[src/rtl/flash_arbiter_pkg.sv]
// Shared definitions for the flash arbiter: load op codes, flash commands, FSM states.
package flash_arbiter_pkg;

    typedef enum logic [2:0] {
        MEM_LB  = 3'd0,
        MEM_LBU = 3'd1,
        MEM_LH  = 3'd2,
        MEM_LHU = 3'd3,
        MEM_LW  = 3'd4
    } mem_op_t;

    localparam logic [15:0] FLASH_CMD_READ_ARRAY = 16'h00FF;

    typedef enum logic [2:0] {
        ST_IDLE     = 3'd0,
        ST_CMD_WE   = 3'd1,
        ST_CMD_HOLD = 3'd2,
        ST_RD_LO    = 3'd3,
        ST_RD_HI    = 3'd4,
        ST_DONE     = 3'd5
    } state_t;

    typedef enum logic {
        OWN_IF  = 1'b0,
        OWN_MEM = 1'b1
    } owner_t;

    function automatic logic is_word_op(input logic [2:0] op);
        return op == MEM_LW;
    endfunction

endpackage

[src/rtl/flash_arbiter_if.sv]
// Requester-side bundle: IF fetch port, MEM load port and the pipeline pause request.
interface flash_arbiter_if #(
    parameter int ADDR_W = 23
);
    logic              if_req_i;
    logic [ADDR_W-1:0] if_addr_i;
    logic [31:0]       if_rdata_o;
    logic              if_ack_o;

    logic              mem_req_i;
    logic [ADDR_W-1:0] mem_addr_i;
    logic [2:0]        mem_op_i;
    logic [31:0]       mem_rdata_o;
    logic              mem_ack_o;

    logic              pause_o;

    modport master (
        output if_req_i, if_addr_i, mem_req_i, mem_addr_i, mem_op_i,
        input  if_rdata_o, if_ack_o, mem_rdata_o, mem_ack_o, pause_o
    );

    modport slave (
        input  if_req_i, if_addr_i, mem_req_i, mem_addr_i, mem_op_i,
        output if_rdata_o, if_ack_o, mem_rdata_o, mem_ack_o, pause_o
    );
endinterface

[src/rtl/flash_load_ext.sv]
// Combinational load formatter: builds a 32-bit result from two halfwords per load op.
module flash_load_ext
    import flash_arbiter_pkg::*;
(
    input  logic [2:0]  op,
    input  logic        addr0,
    input  logic [15:0] lo,
    input  logic [15:0] hi,
    output logic [31:0] data
);

    function automatic logic [31:0] ext16(input logic [15:0] h, input logic sgn);
        logic signed [15:0] hs;
        logic signed [31:0] ws;
        hs = signed'(h);
        ws = hs;
        return sgn ? unsigned'(ws) : {16'h0000, h};
    endfunction

    function automatic logic [31:0] ext8(input logic [7:0] b, input logic sgn);
        logic signed [7:0]  bs;
        logic signed [31:0] ws;
        bs = signed'(b);
        ws = bs;
        return sgn ? unsigned'(ws) : {24'h000000, b};
    endfunction

    logic [7:0] byte_sel;

    always_comb begin
        byte_sel = addr0 ? lo[15:8] : lo[7:0];
        case (op)
            MEM_LW:  data = {hi, lo};
            MEM_LH:  data = ext16(lo, 1'b1);
            MEM_LB:  data = ext8(byte_sel, 1'b1);
            MEM_LBU: data = ext8(byte_sel, 1'b0);
            // LHU and any unrecognised encoding
            default: data = ext16(lo, 1'b0);
        endcase
    end

endmodule

[src/rtl/flash_arbiter.sv]
// Round-robin arbiter sharing the 16-bit board flash between instruction fetch and MEM loads.
module flash_arbiter
    import flash_arbiter_pkg::*;
#(
    parameter int WAIT_CYCLES = 4,
    parameter int ADDR_W      = 23
) (
    input  logic              clk,
    input  logic              rst,
    flash_arbiter_if.slave    bus,
    output logic [ADDR_W-1:0] flash_addr_o,
    output logic [15:0]       flash_wdata_o,
    output logic              flash_wdata_oe_o,
    input  logic [15:0]       flash_rdata_i,
    output logic              flash_ce_n_o,
    output logic              flash_we_n_o,
    output logic              flash_oe_n_o,
    output logic              flash_byte_n_o,
    output logic              flash_rp_n_o
);

    localparam logic [3:0] WAIT_LAST = 4'(WAIT_CYCLES - 1);

    state_t            state, state_n;
    owner_t            owner, owner_n;
    owner_t            last_grant, last_grant_n;
    logic              cmd_done, cmd_done_n;
    logic [ADDR_W-1:0] addr_q, addr_n;
    logic [2:0]        op_q, op_n;
    logic [3:0]        wait_cnt, wait_n;
    logic [15:0]       lo_q, lo_n, hi_q, hi_n;

    logic [ADDR_W-1:0] flash_addr_n;
    logic [15:0]       flash_wdata_n;
    logic              flash_wdata_oe_n, ce_n_n, we_n_n, oe_n_n;
    logic              if_ack_q, if_ack_n, mem_ack_q, mem_ack_n;
    logic [31:0]       if_rdata_q, if_rdata_n, mem_rdata_q, mem_rdata_n;

    logic              gnt_if, gnt_mem;
    logic [31:0]       ext_data;

    // On a tie the port that lost the previous grant wins.
    assign gnt_mem = bus.mem_req_i & (~bus.if_req_i | (last_grant == OWN_IF));
    assign gnt_if  = bus.if_req_i & ~gnt_mem;

    flash_load_ext u_ext (
        .op    (op_n),
        .addr0 (addr_n[0]),
        .lo    (lo_n),
        .hi    (hi_n),
        .data  (ext_data)
    );

    always_comb begin
        state_n      = state;
        owner_n      = owner;
        last_grant_n = last_grant;
        cmd_done_n   = cmd_done;
        addr_n       = addr_q;
        op_n         = op_q;
        wait_n       = wait_cnt;
        lo_n         = lo_q;
        hi_n         = hi_q;

        case (state)
            ST_IDLE: begin
                if (gnt_if | gnt_mem) begin
                    owner_n      = gnt_mem ? OWN_MEM : OWN_IF;
                    last_grant_n = owner_n;
                    addr_n       = gnt_mem ? bus.mem_addr_i : bus.if_addr_i;
                    op_n         = gnt_mem ? bus.mem_op_i : MEM_LW;
                    wait_n       = 4'd0;
                    state_n      = cmd_done ? ST_RD_LO : ST_CMD_WE;
                end
            end
            ST_CMD_WE: state_n = ST_CMD_HOLD;
            ST_CMD_HOLD: begin
                cmd_done_n = 1'b1;
                state_n    = ST_RD_LO;
            end
            ST_RD_LO: begin
                if (wait_cnt == WAIT_LAST) begin
                    lo_n    = flash_rdata_i;
                    wait_n  = 4'd0;
                    state_n = is_word_op(op_q) ? ST_RD_HI : ST_DONE;
                end else begin
                    wait_n = wait_cnt + 4'd1;
                end
            end
            ST_RD_HI: begin
                if (wait_cnt == WAIT_LAST) begin
                    hi_n    = flash_rdata_i;
                    wait_n  = 4'd0;
                    state_n = ST_DONE;
                end else begin
                    wait_n = wait_cnt + 4'd1;
                end
            end
            ST_DONE: state_n = ST_IDLE;
            default: state_n = ST_IDLE;
        endcase

        // Outputs are registered, so decode them from the state being entered.
        ce_n_n           = !(state_n inside {ST_CMD_WE, ST_CMD_HOLD, ST_RD_LO, ST_RD_HI});
        we_n_n           = !(state_n == ST_CMD_WE);
        oe_n_n           = !(state_n inside {ST_RD_LO, ST_RD_HI});
        flash_wdata_oe_n = state_n inside {ST_CMD_WE, ST_CMD_HOLD};
        flash_wdata_n    = flash_wdata_oe_n ? FLASH_CMD_READ_ARRAY : 16'h0000;

        flash_addr_n = flash_addr_o;
        if (state_n == ST_RD_LO) begin
            flash_addr_n = is_word_op(op_n) ? {addr_n[ADDR_W-1:2], 2'b00}
                                            : {addr_n[ADDR_W-1:1], 1'b0};
        end else if (state_n == ST_RD_HI) begin
            flash_addr_n = {addr_n[ADDR_W-1:2], 2'b10};
        end

        if_ack_n    = (state_n == ST_DONE) && (owner_n == OWN_IF);
        mem_ack_n   = (state_n == ST_DONE) && (owner_n == OWN_MEM);
        if_rdata_n  = if_ack_n  ? ext_data : 32'h0;
        mem_rdata_n = mem_ack_n ? ext_data : 32'h0;
    end

    always_ff @(posedge clk or negedge rst) begin
        if (!rst) begin
            state            <= ST_IDLE;
            owner            <= OWN_IF;
            last_grant       <= OWN_IF;
            cmd_done         <= 1'b0;
            addr_q           <= '0;
            op_q             <= 3'd0;
            wait_cnt         <= 4'd0;
            lo_q             <= 16'h0;
            hi_q             <= 16'h0;
            flash_addr_o     <= '0;
            flash_wdata_o    <= 16'h0;
            flash_wdata_oe_o <= 1'b0;
            flash_ce_n_o     <= 1'b1;
            flash_we_n_o     <= 1'b1;
            flash_oe_n_o     <= 1'b1;
            if_ack_q         <= 1'b0;
            mem_ack_q        <= 1'b0;
            if_rdata_q       <= 32'h0;
            mem_rdata_q      <= 32'h0;
        end else begin
            state            <= state_n;
            owner            <= owner_n;
            last_grant       <= last_grant_n;
            cmd_done         <= cmd_done_n;
            addr_q           <= addr_n;
            op_q             <= op_n;
            wait_cnt         <= wait_n;
            lo_q             <= lo_n;
            hi_q             <= hi_n;
            flash_addr_o     <= flash_addr_n;
            flash_wdata_o    <= flash_wdata_n;
            flash_wdata_oe_o <= flash_wdata_oe_n;
            flash_ce_n_o     <= ce_n_n;
            flash_we_n_o     <= we_n_n;
            flash_oe_n_o     <= oe_n_n;
            if_ack_q         <= if_ack_n;
            mem_ack_q        <= mem_ack_n;
            if_rdata_q       <= if_rdata_n;
            mem_rdata_q      <= mem_rdata_n;
        end
    end

    assign bus.if_ack_o    = if_ack_q;
    assign bus.mem_ack_o   = mem_ack_q;
    assign bus.if_rdata_o  = if_rdata_q;
    assign bus.mem_rdata_o = mem_rdata_q;
    assign bus.pause_o     = (bus.if_req_i & ~if_ack_q) | (bus.mem_req_i & ~mem_ack_q);

    assign flash_byte_n_o = 1'b1;
    assign flash_rp_n_o   = 1'b1;

endmodule

[src/flat_wrapper.sv]
// flat-port wrapper written by rule: the top's interface ports become plain ports
module flash_arbiter_flat import flash_arbiter_pkg::*;
#(
    parameter int WAIT_CYCLES = 4,
    parameter int ADDR_W      = 23
)
  (clk, rst, flash_addr_o, flash_wdata_o, flash_wdata_oe_o, flash_rdata_i, flash_ce_n_o, flash_we_n_o, flash_oe_n_o, flash_byte_n_o, flash_rp_n_o, bus_if_req_i, bus_if_addr_i, bus_mem_req_i, bus_mem_addr_i, bus_mem_op_i, bus_if_rdata_o, bus_if_ack_o, bus_mem_rdata_o, bus_mem_ack_o, bus_pause_o);
  flash_arbiter_if #(.ADDR_W(ADDR_W)) bus_i ();
  input  logic clk;
  input  logic rst;
  output logic [ADDR_W-1:0] flash_addr_o;
  output logic [15:0] flash_wdata_o;
  output logic flash_wdata_oe_o;
  input  logic [15:0] flash_rdata_i;
  output logic flash_ce_n_o;
  output logic flash_we_n_o;
  output logic flash_oe_n_o;
  output logic flash_byte_n_o;
  output logic flash_rp_n_o;
  input wire logic [$bits(bus_i.if_req_i)-1:0] bus_if_req_i;
  input wire logic [$bits(bus_i.if_addr_i)-1:0] bus_if_addr_i;
  input wire logic [$bits(bus_i.mem_req_i)-1:0] bus_mem_req_i;
  input wire logic [$bits(bus_i.mem_addr_i)-1:0] bus_mem_addr_i;
  input wire logic [$bits(bus_i.mem_op_i)-1:0] bus_mem_op_i;
  output wire logic [$bits(bus_i.if_rdata_o)-1:0] bus_if_rdata_o;
  output wire logic [$bits(bus_i.if_ack_o)-1:0] bus_if_ack_o;
  output wire logic [$bits(bus_i.mem_rdata_o)-1:0] bus_mem_rdata_o;
  output wire logic [$bits(bus_i.mem_ack_o)-1:0] bus_mem_ack_o;
  output wire logic [$bits(bus_i.pause_o)-1:0] bus_pause_o;
  assign bus_i.if_req_i = bus_if_req_i;
  assign bus_i.if_addr_i = bus_if_addr_i;
  assign bus_i.mem_req_i = bus_mem_req_i;
  assign bus_i.mem_addr_i = bus_mem_addr_i;
  assign bus_i.mem_op_i = bus_mem_op_i;
  assign bus_if_rdata_o = bus_i.if_rdata_o;
  assign bus_if_ack_o = bus_i.if_ack_o;
  assign bus_mem_rdata_o = bus_i.mem_rdata_o;
  assign bus_mem_ack_o = bus_i.mem_ack_o;
  assign bus_pause_o = bus_i.pause_o;
  flash_arbiter #(.WAIT_CYCLES(WAIT_CYCLES), .ADDR_W(ADDR_W)) u_core (.clk(clk), .rst(rst), .bus(bus_i), .flash_addr_o(flash_addr_o), .flash_wdata_o(flash_wdata_o), .flash_wdata_oe_o(flash_wdata_oe_o), .flash_rdata_i(flash_rdata_i), .flash_ce_n_o(flash_ce_n_o), .flash_we_n_o(flash_we_n_o), .flash_oe_n_o(flash_oe_n_o), .flash_byte_n_o(flash_byte_n_o), .flash_rp_n_o(flash_rp_n_o));
endmodule
[config.mk]
export PLATFORM = sky130hd
export DESIGN_NAME = flash_arbiter_flat
export DESIGN_NICKNAME = d
export VERILOG_FILES = /design/src/rtl/flash_arbiter_pkg.sv /design/src/rtl/flash_arbiter_if.sv /design/src/rtl/flash_load_ext.sv /design/src/rtl/flash_arbiter.sv /design/src/flat_wrapper.sv
export SDC_FILE = /design/constraint.sdc
export NUM_CORES = 1
export LEC_CHECK = 0
export CORE_ASPECT_RATIO = 0.5
export CORE_MARGIN = 1.5
export CORE_UTILIZATION = 43
export DETAILED_ROUTE_END_ITERATION = 8
export PLACE_DENSITY = 0.81
export RECOVER_POWER = 25
export SLEW_MARGIN = 30
export SYNTH_ARGS = -nofsm -noshare
export SYNTH_HDL_FRONTEND = slang
export SYNTH_HIERARCHICAL = 1
export SYNTH_SLANG_ARGS = --single-unit
[constraint.sdc]
create_clock -name clk -period 2.7 [get_ports clk]
set_input_delay 0.54 -clock clk [delete_from_list [all_inputs] [get_ports clk]]
set_output_delay 0.54 -clock clk [all_outputs]
set_load 0.05 [all_outputs]
# After elaboration in Yosys (flattened, before gate mapping)
# Cells that the tools add are included.
word_totals:
  ff_bits: 177
  in_bits: 69
  wordCells: 92
op_classes:
  n_addsub: 1
  n_eq_ne: 15
  n_mux: 30
  bitwise: 13
  reduce_logical: 14
op_table:
  columns: ["op", "count"]
  rows:
  - ["32-bit one-hot mux with 4 select lines", 1]
  - ["23-bit two-way mux", 5]
  - ["16-bit two-way mux", 4]
  - ["32-bit two-way mux", 2]
  - ["3-bit two-way mux", 6]
  - ["8-bit two-way mux", 2]
  - ["3-bit by 2-bit equality test with 1-bit output, second input constant", 5]
  - ["3-bit equality test, second input constant", 5]
  - ["3-bit one-hot mux with 5 select lines", 1]
  - ["3-bit by 1-bit equality test with 1-bit output, second input constant", 3]
  - ["4-bit two-way mux", 2]
  - ["4-bit one-hot mux with 2 select lines", 1]
  - ["3-bit logical NOT", 2]
  - ["1-bit inverter", 6]
  - ["2-bit nonzero test", 3]
  - ["4-bit by 1-bit adder with 4-bit output, second input constant", 1]
  - ["1-bit bitwise AND", 4]
  - ["4-bit by 2-bit equality test with 1-bit output, second input constant", 1]
  - ["1-bit two-way mux", 4]
  - ["2-bit two-way mux", 2]
  - ["2-bit AND reduction", 2]
  - ["4-bit nonzero test", 1]
  - ["1-bit logical NOT", 3]
  - ["1-bit bitwise OR", 3]
  - ["3 further kinds", 4]

# Longest topological paths before layout
depth:
  ltp_word: 11
  ltp_mapped: 11

# Hierarchy
# The synthesis kept the hierarchy.
modules_own_cells:
  columns: ["module", "instances", "cells_each", "area_per_inst_um2", "seq_area_each_um2"]
  rows:
  - ["flash_arbiter", 1, 499, 6174.7, 4007.6]
  - ["flash_load_ext", 1, 44, 389.1, 0.0]

# Worst setup path before layout
# No wires, ideal clock.
synth_timing:
  path_type: "flip-flop to flip-flop"
  start: "reg u_core.wait_cnt[0]"
  end: "reg u_core.if_rdata_q[16] (netlist: u_core/bus.if_rdata_o[16])"
  arrival_ps: 2840
  slack_ps: -212
  path_stages_with_launch: 12
  period_less_slack_ps: 2912
  cell_sequence: "dfrtp_1 -> ha_1 -> or3b_4 -> nor3_4 -> buf_2 -> mux2_2 -> or3b_1 -> a211oi_2 -> buf_6 -> a21o_2 -> nand2_1 -> nor2_1"
synth_via:
  elab_chain_len: 6
  word_cells_on_any_way: 13
synth_rtl:
  columns: ["element", "line_no", "source"]
  rows:
  - ["start: declaration", "flash_arbiter.sv:30", "logic [3:0] wait_cnt, wait_n;"]
  - ["start signal: assignment", "flash_arbiter.sv:152", "wait_cnt <= wait_n;"]
  - ["4-bit by 2-bit equality test with 1-bit output", "flash_arbiter.sv:82", "if (wait_cnt == WAIT_LAST) begin"]
  - ["16-bit two-way mux", "flash_arbiter.sv:82", null]
  - ["16-bit two-way mux", "flash_arbiter.sv:65", "case (state)"]
  - ["via u_core.lo_n[7]", "flash_arbiter.sv:31", "logic [15:0] lo_q, lo_n, hi_q, hi_n;"]
  - ["8-bit two-way mux", "flash_load_ext.sv:31", "byte_sel = addr0 ? lo[15:8] : lo[7:0];"]
  - ["32-bit one-hot mux with 4 select lines", "flash_load_ext.sv:32", "case (op)"]
  - ["via u_core.ext_data[16]", "flash_arbiter.sv:40", "logic [31:0] ext_data;"]
  - ["32-bit two-way mux", "flash_arbiter.sv:120", "if_rdata_n = if_ack_n ? ext_data : 32'h0;"]
  - ["via u_core.if_rdata_n[16]", "flash_arbiter.sv:37", "logic [31:0] if_rdata_q, if_rdata_n, mem_rdata_q, mem_rdata_n;"]
  - ["end signal: assignment", "flash_arbiter.sv:163", "if_rdata_q <= if_rdata_n;"]
  - ["end: declaration", "flash_arbiter.sv:37", null]
# The timed path passes the listed nets, and every way through them passes these cells.
# A chain may end at the register's enable or synchronous reset.

# Worst setup path after layout
layout_timing:
  start: "in bus_mem_req_i"
  end: "reg u_core.if_rdata_q[1] (netlist: u_core/bus.if_rdata_o[1])"
layout_via:
  elab_chain_len: 9
  word_cells_on_any_way: 25
layout_rtl:
  columns: ["element", "line_no", "source"]
  rows:
  - ["start: declaration", "flat_wrapper.sv:22", "input wire logic [$bits(bus_i.mem_req_i)-1:0] bus_mem_req_i;"]
  - ["1-bit bitwise AND (*)", "flash_arbiter.sv:43", "assign gnt_mem = bus.mem_req_i & (~bus.if_req_i | (last_grant == OWN_IF));"]
  - ["1-bit inverter", "flash_arbiter.sv:44", "assign gnt_if = bus.if_req_i & ~gnt_mem;"]
  - ["1-bit bitwise AND", "flash_arbiter.sv:44", null]
  - ["1-bit bitwise OR", "flash_arbiter.sv:67", "if (gnt_if | gnt_mem) begin"]
  - ["23-bit two-way mux (*)", "flash_arbiter.sv:67", null]
  - ["23-bit two-way mux (*)", "flash_arbiter.sv:65", null]
  - ["via u_core.addr_n[0]", "flash_arbiter.sv:28", "logic [ADDR_W-1:0] addr_q, addr_n;"]
  - ["8-bit two-way mux (*)", "flash_load_ext.sv:31", null]
  - ["32-bit one-hot mux with 4 select lines (*)", "flash_load_ext.sv:32", null]
  - ["via u_core.ext_data[1]", "flash_arbiter.sv:40", null]
  - ["32-bit two-way mux (*)", "flash_arbiter.sv:120", null]
  - ["via u_core.if_rdata_n[1]", "flash_arbiter.sv:37", null]
# The timed path passes the listed nets; every way through them passes the cells marked *.

==> impl_metrics.toml <==
[placed_design]
place_congestion = 0.804
dp_hpwl_microns = 11000
portBuffers = 169
placed_cell_area_sq_um = 8570

[global_routing]
antenna_found_initial = 0
grt_pass1_vias = 4966
grt_remaining_overflow = 0
globalRouteTotalUtil_pct = 20.9
grt_max_degree = 67
grt_pass1_wl_microns = 25900

[setup_path]
cp_num_buf_inv = 2
cp_slowest_stage_delay_ns = 0.57
r2r_start = "u_core/wait_cnt[1]"
cp.required_ns = 3.00
crit_start = "bus_mem_req_i"
cp-start-kind = "input pin"
path_cells = "clkdlybuf4s50_1, a21bo_2, mux2i_1, o21ai_0, inv_1, nor2_4, mux2_2, nand2_1, nor2_1"
path_max_fanout = 8
cp_top_family = "compound AO/OA/AOI/OAI gates"
end_kind = "flip-flop"
worst_path_max_delay_cell = "o21ai_0"
worstPathArrival_ns = 3.00
path_class = "in2reg"

[clock_network]
clock-sinks = 160
cts_buffers = 17
h-tree-depth = 4
path_clk_slew_ns = 0.07
clk_latency_ns = 0.42
cts_hold_buf = 0
ctsLongestPathBuffers = 2
cts_tree = "done"
cts_root_buf = "clkbuf_16"

[finish]
ff_latch_area_sq_um = 4010
drive_above_1_share_pct = 23.8
multi_input_comb_area_sq_um = 2290
fillers = 1111
nets = 802
design_area_sq_um = 9200
syn_to_final_growth_pct = 40.1
utilization_pct = 62.6
diodes = 0

[floorplanning]
core_area_sq_um = 14700
die_area_sq_um = 16100
chipHeight_microns = 90.4
io_pins = 181
fp-row-count = 31
start_util_pct = 44.7
die_w_microns = 178

[synthesis]
synth_area_leaders = "dfrtp_1 60%, mux2_2 7.2%, nor2_1 5.5%, mux2_4 4.3%, buf_4 2.9%"
synth_edf_count = 0
synthFlopType = "dfrtp_1"
ys_seq_area_share_pct = 61.1
synthDistinctLibCells = 49
async_reset_ff_share_pct = 100
synth_area_sq_um = 6560
yosysTopAreaCell = "dfrtp_1"
yosysWarnings = 6
synth_top_area_share_pct = 59.9
synthCells = 543
ys_ff_latch = 160
postSynthAreaPerCell_sq_um = 12.1

[sta]
rsz0062_at_grt = "yes"
max_freq_ghz = 0.371
hold_violations = 0
period_minus_slack_ns = 2.69
finClkSkew_ns = 0.0116
min_period_over_period_pct = 99.7
maxSlewViolCount = 33
setup_viol = 0
worst_slew_pin_slew_ns = 1.86
slew_headroom_pct = -24.2
timing.setup.tns_ns = 0

[power]
powerDensity_nw_per_um2 = 1140
sw_frac_of_total_pct = 37.8
switching_power_uw = 3960
power_frac_clock_pct = 22.1
seq_power_share_pct = 31.3
power_frac_comb_pct = 46.6
irDropWorstVdd_v = 0.000492
p_int_uw = 6510
p_total_uw = 10500
p_leak_uw = 0.00402

[hold_path]
hp-start = "u_core/lo_q[6]"
hold_class = "reg2reg"

[route]
via_per_inst = 4.99
post_drt_wl_per_cell_microns = 17.1
firstDrtPassIters = 6
vias = 4707
routed_wl_microns = 16100
final_antenna_net_count = 0
drt_first_iter_violations = 270
route.detailed.drc = 0

[run_status]
status = "finished, violations left"
failed_checks = "max-capacitance violations, max-slew violations"

[job]
maxCapViolCount = 1
state kept, by name (all words and copies together), names as in the netlist:
register                count
u_core/addr_q              23
u_core/bus.if_ack_o         1
u_core/bus.if_rdata_o      32
u_core/bus.mem_ack_o        1
u_core/bus.mem_rdata_o     32
u_core/cmd_done             1
u_core/flash_addr_o        22
u_core/flash_ce_n_o         1
u_core/flash_oe_n_o         1
u_core/flash_wdata_o        1
u_core/flash_we_n_o         1
u_core/hi_q                16
u_core/last_grant           1
u_core/lo_q                16
u_core/op_q                 3
u_core/owner                1
u_core/state                3
u_core/wait_cnt             4
stage by stage:
stage	hold slack (ns)	worst slack [ns]	std cells
after detailed placement	0.450	-0.312	906
after floorplan	0.244	-0.138	552
after global placement	0.441	-0.200	906
final	0.497	0.00682	943
after global routing	0.512	-0.101	943
after CTS	0.00259	0.00543	940
path summary, 6_finish.rpt:
check | to | slack, ns | cells after the start
max reg2reg | u_core/bus.mem_rdata_o[29] | 0.007 | 10
max | u_core/bus.if_rdata_o[1] | 0.007 | 9
max in group asynchronous | u_core/flash_we_n_o | 0.92 | 2
min in group asynchronous | u_core/addr_q[10] | 0.63 | 1
min reg2reg | u_core/lo_q[6] | 0.50 | 1
min | u_core/lo_q[6] | 0.50 | 1
kinds of logic (layout without fill, tap and decap cells):
kind of cell             after synthesis  count (layout)  synth area share (%)
adder cells (fa/ha/maj)                1               1                 0.191
multiplexers                          65              65                  12.2
AO/OA/AOI/OAI                        102             102                  10.5
buffers and inverters                 54             247                  5.45
AND/OR/NAND/NOR                      158             158                  10.4
flip-flops                           160             160                  61.1
other                                  2              11                 0.114
XOR/XNOR                               1               1                 0.133
per-layer routing:
layer / track usage [%] / vias up / wire length [microns] / part of all wire, %
met5: 0 / - / 0 / 0
met4: 7.35 / 0 / 244 / 1.5
met3: 5.64 / 20 / 917 / 5.7
met2: 34.4 / 139 / 8030 / 50
met1: 26.6 / 2364 / 6910 / 43
li1: - / 2184 / - / -
cells in the final DEF (no fill, tap or decap), types with 17 or more instances in the layout:
cell and n:
dfrtp_1 157, nor2_1 91, buf_4 34, clkdlybuf4s50_1 167, mux2_4 20, nand2_1 35, o22ai_1 22, a21oi_1 25
mux2_2 41, clkbuf_16 17
area by class of cell:
class	instances	area share, %
Clock inverter	13	1.39
Tap cell	198	2.69
Sequential cell	160	43.6
Inverter	7	0.286
Timing Repair Buffer	208	22.3
Multi-Input combinational cell	338	24.9
Clock buffer	19	4.82
cells in the mapped netlist, types with 6 or more instances:
library cell and count:
dfrtp_1 157, a21oi_1 25, inv_1 6, a21o_1 11, clkbuf_1 8, mux2_4 19
mux2_2 42, a21o_2 16, buf_4 25, o21ai_0 11, o22ai_1 22, nor2_1 97
buf_2 10, nand2_1 39
power groups by stage:
stage,clock [uW],combinational [uW],sequential (uW)
floorplan,0,2850,3940
global placement,0,4650,3280
detailed placement,0,4760,3320
global route,2470,5200,3350
CTS,2370,4810,3290
finish,2310,4880,3280
repair_timing:
item | 4_1_cts | 5_1_grt
pin swaps | 1 | 0
endpoints found under the setup margin | 32 | 55
gates resized for setup | 0 | 12
buffers inserted | 2 | 3
(Power assumes the default switching activity.)
